**config.mk**
```make
export PLATFORM = sky130hd
export DESIGN_NAME = sync_deserializer
export DESIGN_NICKNAME = d
export VERILOG_FILES = /design/src/rtl/sync_deserializer.sv
export SDC_FILE = /design/constraint.sdc
export NUM_CORES = 1
export LEC_CHECK = 0
export BUFFER_PORTS_ARGS = -buffer_cell sky130_fd_sc_hd__buf_4
export CAP_MARGIN = 15
export CORE_ASPECT_RATIO = 0.75
export CORE_MARGIN = 10
export CORE_UTILIZATION = 40
export CTS_CLUSTER_DIAMETER = 120
export CTS_CLUSTER_SIZE = 24
export DETAILED_ROUTE_END_ITERATION = 8
export PLACE_DENSITY = 0.62
export SLEW_MARGIN = 20
export SYNTH_ARGS = -nofsm -noshare
export SYNTH_HDL_FRONTEND = slang
export SYNTH_SLANG_ARGS = --single-unit
export TNS_END_PERCENT = 1
```
**constraint.sdc**
```tcl
create_clock -name i_Clk -period 2 [get_ports i_Clk]
set_clock_uncertainty 0.1 [all_clocks]
set_input_delay 0.1 -clock i_Clk [delete_from_list [all_inputs] [get_ports i_Clk]]
set_output_delay 0.1 -clock i_Clk [all_outputs]
set_load 0.02 [all_outputs]
```
**src/rtl/sync_deserializer.sv**
```systemverilog
// Serial-to-byte deserializer fed LSB-first from a FIFO. It hunts for a sync
// marker, then emits FRAME_LEN data bytes between consecutive markers.
module sync_deserializer #(
    parameter logic [7:0]  SYNC_WORD = 8'hBC,
    parameter int unsigned FRAME_LEN = 16
) (
    input  logic       i_Clk,
    input  logic       i_Rst,
    input  logic       i_Empty,
    input  logic       i_Data_In,
    output logic       o_R_en,
    output logic [7:0] o_Data,
    output logic       o_Valid,
    output logic       o_Locked,
    output logic       o_Sync_Err,
    output logic [7:0] o_Err_Cnt
);

    localparam logic [7:0] FrameLen = 8'(FRAME_LEN);

    typedef enum logic {StHunt, StLocked} state_e;

    state_e     state_q, state_d;
    logic [7:0] shreg_q, shreg_d;
    logic [2:0] bit_cnt_q, bit_cnt_d;
    logic [7:0] byte_cnt_q, byte_cnt_d;
    logic [7:0] data_q, data_d;
    logic [7:0] err_cnt_q, err_cnt_d;
    logic       valid_q, valid_d;
    logic       sync_err_q, sync_err_d;
    logic       locked_q;
    logic       rd_pend_q;
    logic [7:0] shifted;

    assign o_R_en  = !i_Empty && !i_Rst;
    assign shifted = {i_Data_In, shreg_q[7:1]};

    assign o_Data     = data_q;
    assign o_Valid    = valid_q;
    assign o_Locked   = locked_q;
    assign o_Sync_Err = sync_err_q;
    assign o_Err_Cnt  = err_cnt_q;

    always_comb begin
        state_d    = state_q;
        shreg_d    = shreg_q;
        bit_cnt_d  = bit_cnt_q;
        byte_cnt_d = byte_cnt_q;
        data_d     = data_q;
        err_cnt_d  = err_cnt_q;
        valid_d    = 1'b0;
        sync_err_d = 1'b0;

        // Read data is only valid the cycle after a read was issued.
        if (rd_pend_q) begin
            shreg_d = shifted;
            unique case (state_q)
                StHunt: begin
                    if (shifted == SYNC_WORD) begin
                        state_d    = StLocked;
                        bit_cnt_d  = 3'd0;
                        byte_cnt_d = 8'd0;
                    end
                end
                StLocked: begin
                    bit_cnt_d = bit_cnt_q + 3'd1;
                    if (bit_cnt_q == 3'd7) begin
                        if (byte_cnt_q < FrameLen) begin
                            data_d     = shifted;
                            valid_d    = 1'b1;
                            byte_cnt_d = byte_cnt_q + 8'd1;
                        end else if (shifted == SYNC_WORD) begin
                            byte_cnt_d = 8'd0;
                        end else begin
                            sync_err_d = 1'b1;
                            state_d    = StHunt;
                            if (err_cnt_q != 8'hFF) begin
                                err_cnt_d = err_cnt_q + 8'd1;
                            end
                        end
                    end
                end
                default: state_d = StHunt;
            endcase
        end
    end

    always_ff @(posedge i_Clk) begin
        if (i_Rst) begin
            state_q    <= StHunt;
            shreg_q    <= 8'd0;
            bit_cnt_q  <= 3'd0;
            byte_cnt_q <= 8'd0;
            data_q     <= 8'd0;
            err_cnt_q  <= 8'd0;
            valid_q    <= 1'b0;
            sync_err_q <= 1'b0;
            locked_q   <= 1'b0;
            rd_pend_q  <= 1'b0;
        end else begin
            state_q    <= state_d;
            shreg_q    <= shreg_d;
            bit_cnt_q  <= bit_cnt_d;
            byte_cnt_q <= byte_cnt_d;
            data_q     <= data_d;
            err_cnt_q  <= err_cnt_d;
            valid_q    <= valid_d;
            sync_err_q <= sync_err_d;
            locked_q   <= (state_q == StLocked);
            rd_pend_q  <= o_R_en;
        end
    end

endmodule

```
==> impl_metrics.csv, run 1 <==
group,metric,value,unit
run_status,status,"finished clean",
yosys,synthFlopType,"sky130_fd_sc_hd__dfxtp_1",
timing,worst_hold_check_slack,0.1010,ns
placement,dpl.hpwl,2578,µm
timing,max-slew-margin-rel,0.6487,
setup_path,critPathArrivalTime,2.01,ns
setup_path,critical_path.max_fanout,8,
timing,slew_violations,0,
placement,gpl.final_weighted_congestion,0.7764,
yosys,synth-async-reset-ratio,0,
route,route.layer.met1.wl,1824,µm
worst_hold_path,hold_path_startpoint,"i_Rst",
floorplanning,core.rowCount,19,
timing,layout_worst_path_cycle_share,0.9622,
pwr,power.density,697.3,nW/µm²
pwr,vdd_ir_drop_max,0.3509,mV
setup_path,timing.reg2reg.setup_slack,0.10,ns
floorplanning,design.die.area,6887,µm²
cells_and_area,antenna_cells_inserted,0,
clock_tree,clkTransAtPathRegs,0.07,ns
setup_path,r2r.worst_path.cells,6,
route,postRouteAntennaNets,0,
yosys,ys_seq_elements,39,
setup_path,timing.critical_path.from_type,"input pin",
timing,rsz0062_at_grt,"false",
route,detailroute.wirelength.met2,1585,µm
yosys,synth.yosys.warnings,0,
yosys,synth-edff-count,0,
route,dr.first_iter.drc_count,95,
floorplanning,core-area,3732,µm²
grt,antenna_found_initial,0,
timing,slew_of_the_pin_with_the_lowest_slew_margin,0.5222,ns
grt,pin_count_of_the_biggest_net_entering_global_routing,36,
placement,io_buffer_count,23,
setup_path,crit_slowest_cell,"sky130_fd_sc_hd__dlygate4sd3_1",
setup_path,critical_path.endpoint_type,"register",
route,wire_per_inst,14.02,µm
cells_and_area,design.final.nets,216,
clock_tree,clk-insertion-delay-late,0.29,ns
setup_path,worst_path_largest_cell_delay,0.53,ns
setup_path,critical_path.reg2reg.startpoint,"bit_cnt_q[0]",
cells_and_area,post_layout_nonfiller_instances,261,
clock_tree,htree_levels,2,
yosys,synth_area,1579,µm²
timing,min_period,1.924,ns
route,vias,1357,
setup_path,rr_endpoint,"o_Err_Cnt[6]",
placement,postPlaceCellArea,1828,µm²
cells_and_area,post_route_cells_drive_above_1_share,0.2392,
yosys,synth_seq_area_share,0.4945,
clock_tree,clockBufferDepth,2,
worst_hold_path,holdCritPathClass,"in -> reg",
floorplanning,initial_core_util,0.4231,
clock_tree,clkSinkCount,39,
clock_tree,cts_tree,"built",
timing,finalHoldViolCount,0,
route,totalWireLength,3660,µm
floorplanning,design.portCount,24,
yosys,syn-instance-count,174,
clock_tree,clk_root_buffer_cell,"sky130_fd_sc_hd__clkbuf_8",
route,firstDrtPassIters,4,
yosys,synth_fp_nets,182,
setup_path,critPathRequiredTime,2.09,ns
grt,first_global_vias,1293,
grt,global_route.overflow_total,0,
cells_and_area,fin_area,2008,µm²
yosys,syn_area_per_cell,9.075,µm²
pwr,leakage,0.0007544,µW
setup_path,worst-setup-path-type,"in -> reg",
route,via_per_inst,5.199,
timing,final_setup_vio_count,0,
worst_hold_path,worst_hold_path.endpoint,"state_q",
clock_tree,tritoncts.num_buffers,5,
floorplanning,floorplan_die_height,74.41,µm
floorplanning,die_width,92.55,µm
route,post-route-drc-count,0,
route,detailroute.wirelength.met3,214,µm
worst_hold_path,hold_path_cell_cnt,2,
grt,grtUsageTotal,0.1100,
yosys,netlist-cell-type-count,36,
grt,grt_first_pass_wirelength,6127,µm
timing,max_clock_freq,519.7,MHz
placement,post-place-cells,247,
route,highest_metal_layer_with_signal_wires,"met4",
cells_and_area,layout-area-overhead-vs-synth,27.18,%
pwr,total_power,1400,µW
job,cap_viol_max_count,0,
setup_path,critical_path.cell_chain,"dlygate4sd3_1 -> buf_4 -> and4bb_4 -> a211o_4 -> or4b_1 -> and3b_1",
worst max path at each step:
stage                 startpoint  slack [ns]      endpoint
floorplan           bit_cnt_q[0]        0.11  o_Err_Cnt[6]
global placement    bit_cnt_q[0]        0.06  o_Err_Cnt[6]
detailed placement  bit_cnt_q[0]       -0.04  o_Err_Cnt[6]
CTS                 bit_cnt_q[0]       0.003  o_Err_Cnt[6]
global route           i_Data_In       0.003  o_Err_Cnt[6]
finish                 i_Data_In        0.08  o_Err_Cnt[6]
synth_stat cells, types with 2 or more instances:
cell type                  number  share of area
sky130_fd_sc_hd__dfxtp_1       39           0.49
sky130_fd_sc_hd__nand2_1       22          0.052
sky130_fd_sc_hd__a21oi_1       21          0.067
sky130_fd_sc_hd__nor2_1        13          0.031
sky130_fd_sc_hd__nand3_1        8          0.025
sky130_fd_sc_hd__mux2i_1        7          0.044
sky130_fd_sc_hd__o21ai_0        7          0.022
sky130_fd_sc_hd__and2_1         4          0.016
sky130_fd_sc_hd__clkbuf_1       4         0.0095
sky130_fd_sc_hd__ha_1           4          0.032
sky130_fd_sc_hd__o31ai_1        4          0.019
sky130_fd_sc_hd__or4_1          4          0.019
sky130_fd_sc_hd__buf_2          3         0.0095
sky130_fd_sc_hd__inv_1          3         0.0071
sky130_fd_sc_hd__nand4_1        3          0.012
sky130_fd_sc_hd__or3_1          3          0.012
sky130_fd_sc_hd__a31oi_1        2         0.0079
sky130_fd_sc_hd__a41oi_1        2          0.011
sky130_fd_sc_hd__nand3b_1       2         0.0095
sky130_fd_sc_hd__nor2b_1        2         0.0079
sky130_fd_sc_hd__o21bai_1       2         0.0095
logic make-up (layout without fill, tap and decap cells):
group,count (synthesis),in the layout,share of synthesized area
adder cells (fa/ha/maj),4,4,0.03170
flip-flops,39,39,0.4945
AO/OA/AOI/OAI,43,43,0.1640
buffers and inverters,11,46,0.02852
multiplexers,7,7,0.04438
AND/OR/NAND/NOR,70,70,0.2369
flip-flops by register name, indices dropped and copies added, names as in the netlist, 3 cells and up:
name        flops
byte_cnt_q      8
o_Data          8
o_Err_Cnt       8
shreg_q         7
bit_cnt_q       3
what timing repair did:
item                       CTS  global route
setup buffers                4             0
resized for setup            5             3
setup endpoints to repair    2             9
pin swaps                    2             1
hold endpoints to repair     3             0
hold buffers                 2             0
power breakdown:
| group | internal [µW] | total [µW] | switching [µW] |
|---|---|---|---|
| clock network | 315 | 579 | 264 |
| registers | 778 | 781 | 2.43 |
| logic | 15.6 | 40.5 | 24.9 |
metrics by stage:
step                      setup WS, ns  utilization  setup TNS, ns
after floorplan                 0.1057            -              0
after global placement         0.05609       0.4898              0
after detailed placement      -0.04081       0.4898       -0.06201
after CTS                     0.003398       0.5337              0
after global routing          0.003409       0.5380              0
final                          0.07565       0.5380              0
cell type report:
type | instances | area [µm²]
fillers | 360 | 1724
flip-flops and latches | 39 | 783.3
inverters | 3 | 11.26
well taps | 52 | 65.06
repair buffers | 35 | 271.5
clock buffers | 8 | 100.1
multi-input cells | 124 | 777.0
routing by layer:
layer	vias to the layer above	GRT usage
met5	-	0
met4	0	0.03072
met3	4	0.05528
met2	21	0.1656
met1	641	0.1363
li1	691	-
layout by cell type, fill, tap and decap left out, drive strengths merged, types with 4 or more instances in the layout:
| cell type | Yosys | layout |
|---|---|---|
| buf | 4 | 33 |
| clkbuf | 4 | 8 |
| a21oi | 21 | 21 |
| nand3 | 8 | 8 |
| mux2i | 7 | 7 |
| ha | 4 | 4 |
| and2 | 4 | 4 |
| o21ai | 7 | 7 |
| nor2 | 14 | 14 |
| or4 | 4 | 4 |
| nand2 | 22 | 22 |
| o31ai | 4 | 4 |
| dfxtp | 39 | 39 |
critical path, delay by kind of cell:
kind	cells	cell delay [ns]
buffers and inverters	2	0.67
AND/OR/NAND/NOR	3	0.87
AO/OA/AOI/OAI	1	0.37
(Power assumes the default switching activity.)
==> run 2, diff against run 1 <==
--- a/config.mk
+++ b/config.mk
@@ -14,6 +14,7 @@
 export CTS_CLUSTER_SIZE = 24
 export DETAILED_ROUTE_END_ITERATION = 8
 export PLACE_DENSITY = 0.62
+export REMOVE_ABC_BUFFERS = 1
 export SLEW_MARGIN = 20
 export SYNTH_ARGS = -nofsm -noshare
 export SYNTH_HDL_FRONTEND = slang
==> run 2 against run 1 <==
Net effect: worst hold slack got worse by 0.0030 ns; routed wire length fell by 4.2%; power fell by 5.4%; sequential share of layout area increased by 0.82 points; cell area shrank 2.1%; via count is 2.7% higher; critical endpoint is now o_Err_Cnt[7]; largest power group unchanged; highest routed layer unchanged.
==> impl_metrics.csv, run 2 (synthesized netlist as in run 1, its figures left out) <==
group,metric,value,unit
run_status,status,"finished clean",
floorplanning,core-area,3732,µm²
timing,rsz0062_at_grt,"false",
route,highest_metal_layer_with_signal_wires,"met4",
grt,grtUsageTotal,0.1037,
clock_tree,clkTransAtPathRegs,0.07,ns
setup_path,critical_path.max_fanout,10,
timing,slew_of_the_pin_with_the_lowest_slew_margin,0.5798,ns
pwr,power_report.internal_total,1039,µW
route,post-route-drc-count,0,
floorplanning,die_width,92.55,µm
cells_and_area,post_route_cells_drive_above_1_share,0.2233,
cells_and_area,antenna_cells_inserted,0,
timing,final_setup_vio_count,0,
timing,layout_worst_path_cycle_share,0.9622,
clock_tree,clk_root_buffer_cell,"sky130_fd_sc_hd__clkbuf_8",
route,postRouteAntennaNets,0,
clock_tree,tritoncts.num_buffers,5,
cells_and_area,combined_area_of_the_multi_input_logic_cells,777.0,µm²
pwr,seqPwrFrac,0.589,
timing,finalHoldViolCount,0,
route,dr.first_iter.drc_count,77,
cells_and_area,most_common_cell_after_layout_fill_and_taps_aside,"sky130_fd_sc_hd__dfxtp_1",
setup_path,worst-setup-path-type,"in -> reg",
grt,antenna_found_initial,0,
floorplanning,design.die.area,6887,µm²
clock_tree,htree_levels,2,
route,route.layer.met1.wl,1611,µm
cells_and_area,sequential_area,783.3,µm²
placement,postPlaceCellArea,1828,µm²
worst_hold_path,holdCritPathClass,"in -> reg",
pwr,power.density,673.4,nW/µm²
route,wire_per_inst,13.59,µm
cells_and_area,nFillCells,348,
cells_and_area,fin_area,1967,µm²
cells_and_area,design.final.nets,213,
route,firstDrtPassIters,5,
pwr,leakage,0.0007313,µW
pwr,total_power,1324,µW
grt,grt_first_pass_wirelength,5706,µm
grt,pin_count_of_the_biggest_net_entering_global_routing,36,
pwr,pwr-share-clk,0.380,
floorplanning,floorplan_die_height,74.41,µm
clock_tree,clkSinkCount,39,
grt,first_global_vias,1255,
setup_path,critical_path.endpoint_type,"register",
pwr,power.switching_fraction,0.2157,
floorplanning,core.rowCount,19,
grt,global_route.overflow_total,0,
clock_tree,clk-insertion-delay-late,0.29,ns
clock_tree,clockBufferDepth,2,
timing,finalWorstSetupSlack,0.07552,ns
job,cap_viol_max_count,0,
route,detailroute.wirelength.met3,264,µm
placement,gpl.final_weighted_congestion,0.7947,
cells_and_area,layout_common_cells,"sky130_fd_sc_hd__dfxtp_1, sky130_fd_sc_hd__buf_4, sky130_fd_sc_hd__nand2_1",
timing,max_clock_freq,519.6,MHz
timing,max-slew-margin-rel,0.6099,
floorplanning,design.portCount,24,
placement,io_buffer_count,23,
route,detailroute.wirelength.met2,1587,µm
setup_path,critPathRequiredTime,2.12,ns
clock_tree,cts_tree,"built",
pwr,vdd_ir_drop_max,0.4257,mV
pwr,net_switching_power_figure,285.7,µW
setup_path,timing.critical_path.from_type,"input pin",
route,totalWireLength,3506,µm
setup_path,critPathArrivalTime,2.05,ns
route,vias,1393,
pwr,share_comb_of_total_power,0.030,
placement,pre_cts_ws,-0.002788,ns
timing,min_period,1.924,ns
floorplanning,initial_core_util,0.4231,
placement,dpl.hpwl,2533,µm
route,via_per_inst,5.399,
placement,post-place-cells,247,
cells_and_area,post_layout_nonfiller_instances,258,
timing,slew_violations,0,
cells_and_area,layout-area-overhead-vs-synth,24.56,%
run 2: changes by cell type in the layout (fill, tap and decap cells not counted), sizes merged:
cell and change:
clkinv +1, buf -3, clkbuf -1
run 2: worst paths after layout:
| check | from | slack (ns) | depth (start not counted) | endpoint |
|---|---|---|---|---|
| worst max register to register | bit_cnt_q[0] | 0.10 | 7 | o_Err_Cnt[7] |
| worst max-delay path | i_Data_In | 0.08 | 7 | o_Err_Cnt[7] |
| worst min-delay path | i_Rst | 0.1 | 2 | state_q |
| worst min register to register | o_Data[6] | 0.36 | 2 | o_Data[6] |
run 2: layout make-up:
cell class / instances / area share
clock buffer: 7 / 0.03880
inverter: 3 / 0.005725
clock inverter: 1 / 0.002545
sequential: 39 / 0.3982
tap: 52 / 0.03308
multi-input combinational: 124 / 0.3950
timing repair buffer: 32 / 0.1266
run 2: power groups by stage:
| stage | clock [µW] | combinational (µW) | sequential, µW |
|---|---|---|---|
| 6_report | 503 | 40.4 | 781 |
| 5_1_grt | 553 | 43.7 | 781 |
| 4_1_cts | 522 | 39.5 | 780 |
| 3_5_place_dp | 0 | 36.3 | 799 |
| 3_3_place_gp | 0 | 36.1 | 799 |
| 2_1_floorplan | 0 | 11.2 | 802 |
run 2: timing repair:
| action | CTS | global route |
|---|---|---|
| buffers inserted | 1 | 0 |
| pin swaps | 3 | 1 |
| setup endpoints to repair | 1 | 8 |
| hold endpoints to repair | 3 | 0 |
| gates resized for setup | 4 | 3 |
| hold buffers | 2 | 0 |
run 2: metal layers:
layer,up-vias,GRT usage
met4,0,0.04266
met2,49,0.1688
met5,-,0
met3,5,0.04422
met1,650,0.1191
li1,689,-
run 2: stage by stage:
step	hold WS (ns)	setup TNS, ns	util
2_1_floorplan	0.06669	-0.1463	-
3_3_place_gp	0.1802	0	0.4898
3_5_place_dp	0.1825	-0.002788	0.4898
4_1_cts	0.08516	0	0.5213
5_1_grt	0.1043	0	0.5270
6_report	0.09805	0	0.5270
run 2: worst max-delay path, stage by stage:
cell	delay, ns
sky130_fd_sc_hd__dlygate4sd3_1	0.55
sky130_fd_sc_hd__buf_4	0.15
sky130_fd_sc_hd__and4bb_4	0.22
sky130_fd_sc_hd__a211o_4	0.36
sky130_fd_sc_hd__buf_6	0.15
sky130_fd_sc_hd__or4_1	0.39
sky130_fd_sc_hd__a21oi_1	0.13
